File: config.mk
export PLATFORM = sky130hd
export DESIGN_NAME = clic_irq_arbiter
export DESIGN_NICKNAME = d
export VERILOG_FILES = /design/src/rtl/clic_arb_pkg.sv /design/src/rtl/clic_max_tree.sv /design/src/rtl/clic_irq_arbiter.sv
export SDC_FILE = /design/constraint.sdc
export NUM_CORES = 1
export LEC_CHECK = 0
export CORE_AREA = 10 10 211 213
export DETAILED_ROUTE_END_ITERATION = 10
export DIE_AREA = 0 0 221 223
export GPL_TIMING_DRIVEN = 0
export PLACE_DENSITY = 0.84
export SETUP_SLACK_MARGIN = 0.15
export SLEW_MARGIN = 10
export SYNTH_ARGS = -nofsm -noshare
export SYNTH_HDL_FRONTEND = slang
export SYNTH_SLANG_ARGS = --single-unit
File: constraint.sdc
create_clock -name clk_i -period 2.4 [get_ports clk_i]
set_clock_uncertainty 0.1 [all_clocks]
set_input_delay 0.36 -clock clk_i [delete_from_list [all_inputs] [get_ports clk_i]]
set_output_delay 0.36 -clock clk_i [all_outputs]
set_load 0.05 [all_outputs]
File: src/rtl/clic_arb_pkg.sv
// Shared types and helpers for the CLIC interrupt arbiter and its max tree.
package clic_arb_pkg;

   localparam int LVL_W = 8;
   localparam int CNT_W = 4;

   typedef enum logic [1:0] {
      IDLE,
      OFFER,
      KILL,
      HOLD
   } arb_state_e;

   // b sits on the higher-id side of every tree node, so equal levels resolve to b.
   function automatic logic beats(input logic b_vld, input logic a_vld,
                                  input logic [LVL_W-1:0] b_lvl,
                                  input logic [LVL_W-1:0] a_lvl);
      return b_vld && (!a_vld || (b_lvl >= a_lvl));
   endfunction

endpackage

File: src/rtl/clic_max_tree.sv
// Combinational maximum-level tree over N candidates; ties resolve to the higher id.
module clic_max_tree
   import clic_arb_pkg::*;
#(
   parameter int N    = 32,
   parameter int ID_W = $clog2(N)
) (
   input  logic [N-1:0]            i_vld,
   input  logic [N-1:0][LVL_W-1:0] i_lvl,
   output logic                    o_vld,
   output logic [ID_W-1:0]         o_id,
   output logic [LVL_W-1:0]        o_lvl
);

   localparam int NP = 1 << $clog2(N);
   localparam int NN = 2 * NP - 1;

   // Heap layout: node k has children 2k+1 (lower ids) and 2k+2 (higher ids).
   always_comb begin : p_tree
      logic [NN-1:0]            n_vld;
      logic [NN-1:0][ID_W-1:0]  n_id;
      logic [NN-1:0][LVL_W-1:0] n_lvl;
      n_vld = '0;
      n_id  = '0;
      n_lvl = '0;
      for (int k = 0; k < N; k++) begin
         n_vld[NP-1+k] = i_vld[k];
         n_id[NP-1+k]  = ID_W'(k);
         n_lvl[NP-1+k] = i_vld[k] ? i_lvl[k] : '0;
      end
      for (int k = NP - 2; k >= 0; k--) begin
         if (beats(n_vld[2*k+2], n_vld[2*k+1], n_lvl[2*k+2], n_lvl[2*k+1])) begin
            n_id[k]  = n_id[2*k+2];
            n_lvl[k] = n_lvl[2*k+2];
         end else begin
            n_id[k]  = n_id[2*k+1];
            n_lvl[k] = n_lvl[2*k+1];
         end
         n_vld[k] = n_vld[2*k+1] | n_vld[2*k+2];
      end
      o_vld = n_vld[0];
      o_id  = n_id[0];
      o_lvl = n_lvl[0];
   end

endmodule

File: src/rtl/clic_irq_arbiter.sv
// Selects the highest-priority eligible CLIC source and offers it to the hart,
// with kill on stale selection, claim pulses for edge sources and a post-claim holdoff.
module clic_irq_arbiter
   import clic_arb_pkg::*;
#(
   parameter int N_SOURCE       = 32,
   parameter int SRC_W          = $clog2(N_SOURCE),
   parameter int HOLDOFF_CYCLES = 2
) (
   input  logic                           clk_i,
   input  logic                           rst_i,
   input  logic [N_SOURCE-1:0]            ip_i,
   input  logic [N_SOURCE-1:0]            ie_i,
   input  logic [N_SOURCE-1:0]            le_i,
   input  logic [N_SOURCE-1:0]            shv_i,
   input  logic [N_SOURCE-1:0][LVL_W-1:0] intctl_i,
   input  logic [LVL_W-1:0]               thresh_i,
   output logic                           irq_valid_o,
   input  logic                           irq_ready_i,
   output logic [SRC_W-1:0]               irq_id_o,
   output logic [LVL_W-1:0]               irq_level_o,
   output logic                           irq_shv_o,
   output logic                           irq_kill_req_o,
   input  logic                           irq_kill_ack_i,
   output logic                           claim_o,
   output logic [SRC_W-1:0]               claim_id_o
);

   typedef struct packed {
      logic             vld;
      logic [SRC_W-1:0] id;
      logic [LVL_W-1:0] lvl;
      logic             shv;
      logic             le;
   } winner_t;

   logic [N_SOURCE-1:0] w_elig;
   logic                w_tree_vld;
   logic [SRC_W-1:0]    w_tree_id;
   logic [LVL_W-1:0]    w_tree_lvl;
   winner_t             w_win;
   logic                w_stale;

   winner_t             r_win;
   logic [N_SOURCE-1:0] r_elig;
   arb_state_e          r_state;
   logic [CNT_W-1:0]    r_cnt;
   logic                r_valid;
   logic                r_kill;
   logic                r_claim;
   logic [SRC_W-1:0]    r_claim_id;
   logic [SRC_W-1:0]    r_offer_id;
   logic [LVL_W-1:0]    r_offer_lvl;
   logic                r_offer_shv;
   logic                r_offer_le;

   generate
      for (genvar gi = 0; gi < N_SOURCE; gi++) begin : g_elig
         assign w_elig[gi] = ip_i[gi] & ie_i[gi] & (intctl_i[gi] > thresh_i);
      end
   endgenerate

   clic_max_tree #(
      .N    (N_SOURCE),
      .ID_W (SRC_W)
   ) u_max_tree (
      .i_vld (w_elig),
      .i_lvl (intctl_i),
      .o_vld (w_tree_vld),
      .o_id  (w_tree_id),
      .o_lvl (w_tree_lvl)
   );

   assign w_win = '{vld: w_tree_vld, id: w_tree_id, lvl: w_tree_lvl,
                    shv: shv_i[w_tree_id], le: le_i[w_tree_id]};

   // Same-level winner changes never preempt; only loss of eligibility or a strictly higher level.
   assign w_stale = !r_elig[r_offer_id] || (r_win.vld && (r_win.lvl > r_offer_lvl));

   always_ff @(posedge clk_i or posedge rst_i) begin
      if (rst_i) begin
         r_win       <= '0;
         r_elig      <= '0;
         r_state     <= IDLE;
         r_cnt       <= '0;
         r_valid     <= 1'b0;
         r_kill      <= 1'b0;
         r_claim     <= 1'b0;
         r_claim_id  <= '0;
         r_offer_id  <= '0;
         r_offer_lvl <= '0;
         r_offer_shv <= 1'b0;
         r_offer_le  <= 1'b0;
      end else begin
         r_win   <= w_win;
         r_elig  <= w_elig;
         r_claim <= 1'b0;
         case (r_state)
            IDLE: begin
               if (r_win.vld) begin
                  r_offer_id  <= r_win.id;
                  r_offer_lvl <= r_win.lvl;
                  r_offer_shv <= r_win.shv;
                  r_offer_le  <= r_win.le;
                  r_valid     <= 1'b1;
                  r_state     <= OFFER;
               end
            end
            OFFER, KILL: begin
               if (irq_ready_i) begin
                  r_valid    <= 1'b0;
                  r_kill     <= 1'b0;
                  r_claim    <= r_offer_le;
                  r_claim_id <= r_offer_id;
                  r_cnt      <= CNT_W'(HOLDOFF_CYCLES);
                  r_state    <= HOLD;
               end else if (r_state == KILL) begin
                  if (irq_kill_ack_i) begin
                     r_valid <= 1'b0;
                     r_kill  <= 1'b0;
                     r_state <= IDLE;
                  end
               end else if (w_stale) begin
                  r_kill  <= 1'b1;
                  r_state <= KILL;
               end
            end
            HOLD: begin
               if (r_cnt == '0) begin
                  r_state <= IDLE;
               end else begin
                  r_cnt <= r_cnt - 1'b1;
               end
            end
            default: r_state <= IDLE;
         endcase
      end
   end

   assign irq_valid_o    = r_valid;
   assign irq_kill_req_o = r_kill;
   assign irq_id_o       = r_offer_id;
   assign irq_level_o    = r_offer_lvl;
   assign irq_shv_o      = r_offer_shv;
   assign claim_o        = r_claim;
   assign claim_id_o     = r_claim_id;

endmodule

# After elaboration in Yosys (flattened, before gate mapping)
# Index checks and enable logic that the tools add are counted.
[word_totals]
register_bits = 77
romBits = 0
mem_count = 0
latch_bits = 0
mem_bits_rw = 0
[op_classes]
n_div = 0
order_cmp = 66
n_mul = 0
n_reduce_logical = 108
n_bitwise = 95
shift = 0
n_addsub = 1
n_mux = 120
eq_ne = 12
[ops]
columns = ["cell", "count"]
rows = [
  ["$mux 8", 63],
  ["$gt 8x8->1", 33],
  ["$ge 8x8->1", 31],
  ["$and 1x1->1", 64],
  ["$logic_and 1x1->1", 32],
  ["$logic_not 1->1", 32],
  ["$logic_or 1x1->1", 32],
  ["$or 1x1->1", 31],
  ["$mux 1", 28],
  ["$mux 2", 14],
  ["$mux 4", 4],
  ["$bmux 1 s5", 3],
  ["$lt 5x6->1 const B", 2],
  ["$mux 3", 4],
  ["$ne 3x3->1 const B", 3],
  ["$ne 2x2->1 const B", 4],
  ["$ne 4x4->1 const B", 2],
  ["$pmux 4 s2", 1],
  ["$reduce_and 4->1", 2],
  ["$pmux 2 s3", 1],
  ["$reduce_and 3->1", 2],
  ["$mux 5", 1],
  ["$eq 2x2->1 const B", 2],
  ["$logic_not 4->1", 1],
  ["other kinds (8)", 10],
]

# Depth between registers and ports, before layout
[depth]
word_depth = 25
ltp_mapped = 64
ltp_nobuf = 59

# Cells and area by module
# A second synthesis with hierarchy kept.
[hier_totals]
cells_unflattened = 2657
hier_area_um2 = 21089.0
[modules_own_cells]
columns = ["mod", "n_inst", "cells_per_inst", "seq_area_each_um2", "area_per_inst_um2"]
rows = [
  ["clic_max_tree", 1, 1724, 0.0, 11728.7],
  ["clic_irq_arbiter", 1, 933, 1926.8, 9360.2],
]

# Worst setup path before layout
# No wires, ideal clock.
[synth_timing]
path_type = "input port to flip-flop"
start = "input thresh_i[5]"
end = "register r_win[0] (netlist name)"
arrival_ns = 11.928
n_path_buf = 5
t_required_ns = 2.174
slack_ns = -9.754
cell_stages = 59
path_cell_list = "inv_1 -> ha_1 -> a21o_1 -> nand3_1 -> a211oi_1 -> a31o_2 -> clkbuf_1 -> and2_1 -> ha_1 -> a21o_1 -> a221oi_1 -> a21boi_0 -> o31a_1 -> clkbuf_1 -> clkbuf_1 -> a21oi_1 -> inv_1 -> ha_1 -> [... 23 more ...] -> nand2_1 -> buf_4 -> mux2_2 -> ha_1 -> nand2b_1 -> a21o_1 -> a21o_1 -> a211o_1 -> a21oi_1 -> o21ai_0 -> o32ai_2 -> inv_2 -> mux2i_4 -> buf_6 -> mux2_1 -> a22oi_1 -> o31ai_1 -> o32a_1"
[synth_rtl]
columns = ["element", "line_no", "text"]
rows = [
  ["from (decl)", "clic_irq_arbiter.sv:17", "input logic [LVL_W-1:0] thresh_i,"],
  ["to (signal assigned)", "clic_irq_arbiter.sv:95", "r_win <= w_win;"],
  ["to (decl)", "clic_irq_arbiter.sv:44", "winner_t r_win;"],
]

==> metrics.csv <==
metric,value,unit
finalCritPeriodShare,541.3,%
drv_slew,0,
crit_path_max_incr_delay,0.43,ns
die_w,221,um
p_per_area,567.8,mW/mm2
peakVddDrop,0.0005220,V
cp_slowest_cell,a221oi_2,
vias,25820,
cts_max_level,3,
grt_overflow,0,
path_class,input port to flip-flop,
synth.avg_cell_area,7.843,um2
cap_violations,0,
insertion_delay,0.37,ns
initial_core_util,48.55,%
drt-total-wl,105.4,mm
synth_flop_cell,dfrtp_1,
ys_top_cells_by_count,"ha_1, nand2_1, a21oi_1, o21ai_0, inv_1",
cts_buffers,9,
critPathRequiredTime,2.54,ns
worst_slack,-10.59,ns
ctsRootBufferMaster,clkbuf_16,
pin_count,418,
hold_buffers,0,
yosysTopAreaCell,ha_1,
fillers,2465,
portBuffers,416,
synthTopCellsByArea,"ha_1, dfrtp_1, nand2_1",
drive_above_1_share,29.35,%
ys_types,88,
hold_viol_final,0,
ys_warn_count,0,
synthCells,2499,
grt_usage,35.62,%
final_util,78.58,%
syn_to_final_growth,61.85,%
r2r_start,irq_id_o[0],
synth_edf_count,0,
synth_seq_cells,77,
tightest_slew,0.9555,ns
worstSetupStartpointType,input port,
slew_headroom,35.63,%
vias_per_cell,6.681,
cts_tree,done,
syn_area,0.01960,mm2
drcViolationCount,0,
grt_pass1_wl,141.4,mm
final_cell_count_no_fill,3864,
layout.nets,4230,
end_kind,flip-flop,
drt.antenna.violating_nets,0,
synth_most_common_cell,ha_1,
clock_sinks,77,
holdWs,0.2576,ns
cts_buffer_depth,2,
reg2reg_to,r_state[0],
async_flop_share,100.0,%
setup_violations,19,
min_period,12.99,ns
ff2ff_path_depth,8,
syn_nets,3415,
place_inst,3450,
fmax,76.98,MHz
rsz0062_at_grt,yes,
grt_pass1_vias,25690,
dr.pass1.iters,7,
antenna_found_initial,19,
dp_hpwl,61.77,mm
post_drt_wl_per_cell,27.27,um
place_congestion,0.9494,
clk_pin_slew,0.07,ns
crit_top_cell,buf_6,
violations,setup timing,
status,finished with violations,
core-area,0.04037,mm2
yosysSeqAreaShare,9.831,%
power.leakage,14.60,nW
rows,74,
grt_max_degree,37,
die_y,223,um
arrival,13.13,ns
critPathMaxFanout,10,
r2r_setup_slack,-0.27,ns
die_area,0.04928,mm2
drt_iter0_drc,3066,
synth_top_area_share,33.20,%
hold_path_class,input port to async pin,
[where the power goes]
group | switching, mW | internal [mW]
registers | 0.303 | 1.69
clock network | 0.674 | 0.725
logic | 7.79 | 6.83
total | 8.77 | 9.24
[routing by layer]
layer | global-route usage [%] | up-vias | share of wire, %
met5 | 0 | - | 0.073
met4 | 22.98 | 12 | 9.0
met3 | 9.676 | 777 | 12
met2 | 58.42 | 1979 | 44
met1 | 40.28 | 12080 | 35
li1 | - | 10970 | -
[cells in the final DEF, fill, tap and decap left out, types with 17 or more instances in the layout]
| master | netlist | final |
|---|---|---|
| a21o_1 | 69 | 69 |
| a21oi_1 | 208 | 150 |
| a21oi_2 | 1 | 44 |
| and2_1 | 127 | 110 |
| buf_12 | 0 | 32 |
| buf_4 | 1 | 299 |
| buf_6 | 2 | 49 |
| buf_8 | 0 | 26 |
| clkbuf_8 | 0 | 29 |
| clkdlybuf4s50_1 | 0 | 337 |
| clkinvlp_4 | 0 | 17 |
| dfrtp_1 | 77 | 73 |
| dlygate4sd2_1 | 0 | 64 |
| ha_1 | 520 | 440 |
| ha_4 | 0 | 73 |
| inv_1 | 156 | 137 |
| mux2_2 | 66 | 49 |
| mux2_4 | 0 | 18 |
| mux2i_1 | 48 | 23 |
| nand2_1 | 316 | 289 |
| nand2_2 | 0 | 18 |
| nand2b_1 | 33 | 30 |
| nand3_1 | 36 | 34 |
| nand4_1 | 69 | 69 |
| nor2_1 | 115 | 99 |
| nor2b_1 | 37 | 31 |
| o211ai_1 | 48 | 48 |
| o21a_1 | 39 | 37 |
| o21ai_0 | 182 | 93 |
| o21ai_1 | 7 | 42 |
| o21ai_2 | 0 | 42 |
[metrics by stage]
step	TNS (ns)	setup WS, ns	total power [mW]	cell area [um2]
2_1_floorplan	-128.51	-9.384	8.144	19740
3_3_place_gp	-240.25	-13.15	10.96	24570
3_5_place_dp	-230.24	-13.14	11.33	24620
4_1_cts	-118.31	-8.613	15.48	30010
5_1_grt	-152.30	-10.99	18.71	31710
6_report	-146.43	-10.59	18.01	31720
[cell type report]
| class | count | area [um2] | share of cell area [%] |
|---|---|---|---|
| clock buffer | 9 | 225.2 | 0.7100 |
| multi-input combinational | 2192 | 19570 | 61.70 |
| sequential | 77 | 1932 | 6.090 |
| timing repair buffer | 797 | 7655 | 24.13 |
| antenna | 13 | 32.53 | 0.1026 |
| clock inverter | 7 | 63.81 | 0.2012 |
| inverter | 159 | 639.4 | 2.016 |
| tap | 532 | 665.6 | 2.098 |
| buffer | 71 | 882.1 | 2.781 |
| timing repair inverter | 7 | 52.55 | 0.1657 |
[sequential cells by signal (all words and copies together) (netlist names)]
name	cells
claim_id_o	5
claim_o	1
irq_id_o	5
irq_kill_req_o	1
irq_level_o	8
irq_shv_o	1
irq_valid_o	1
r_cnt	4
r_elig	32
r_offer_le	1
r_state	2
r_win	16
[worst max-delay path by stage]
stage                start        to  slack (ns)  depth (start not counted)
2_1_floorplan  thresh_i[1]  r_win[0]       -9.38                         60
3_3_place_gp   thresh_i[0]  r_win[1]      -13.15                         58
3_5_place_dp   thresh_i[1]  r_win[1]      -13.14                         56
4_1_cts        thresh_i[1]  r_win[1]       -8.61                         63
5_1_grt        thresh_i[5]  r_win[0]      -10.99                         61
6_report       thresh_i[6]  r_win[0]      -10.59                         63
[critical path: cells and delay by family]
kind	cells	cell delay, ns
AO/OA/AOI/OAI	26	5.68
adder cells (fa/ha/maj)	6	1.83
buffers and inverters	16	2.27
multiplexers	5	1.48
AND/OR/NAND/NOR	10	1.46
[logic make-up (layout without fill, tap and decap cells)]
kind of cell,after synthesis,after routing,synth area share (%)
and+or+nand+nor,792,792,19.80
AOI/OAI and AO/OA,752,752,24.96
adders and majority gates,520,520,33.20
buffers and inverters,230,1050,4.533
muxes,128,128,7.680
DFF,77,77,9.831
other,0,13,0
[timing repair]
item	in CTS	in global routing
setup buffers	303	64
resized for setup	707	243
pin swaps	244	128
hold endpoints to repair	0	0
setup endpoints to repair	52	22
cloned	15	3
Note: power is estimated with default switching activity, not from simulation.
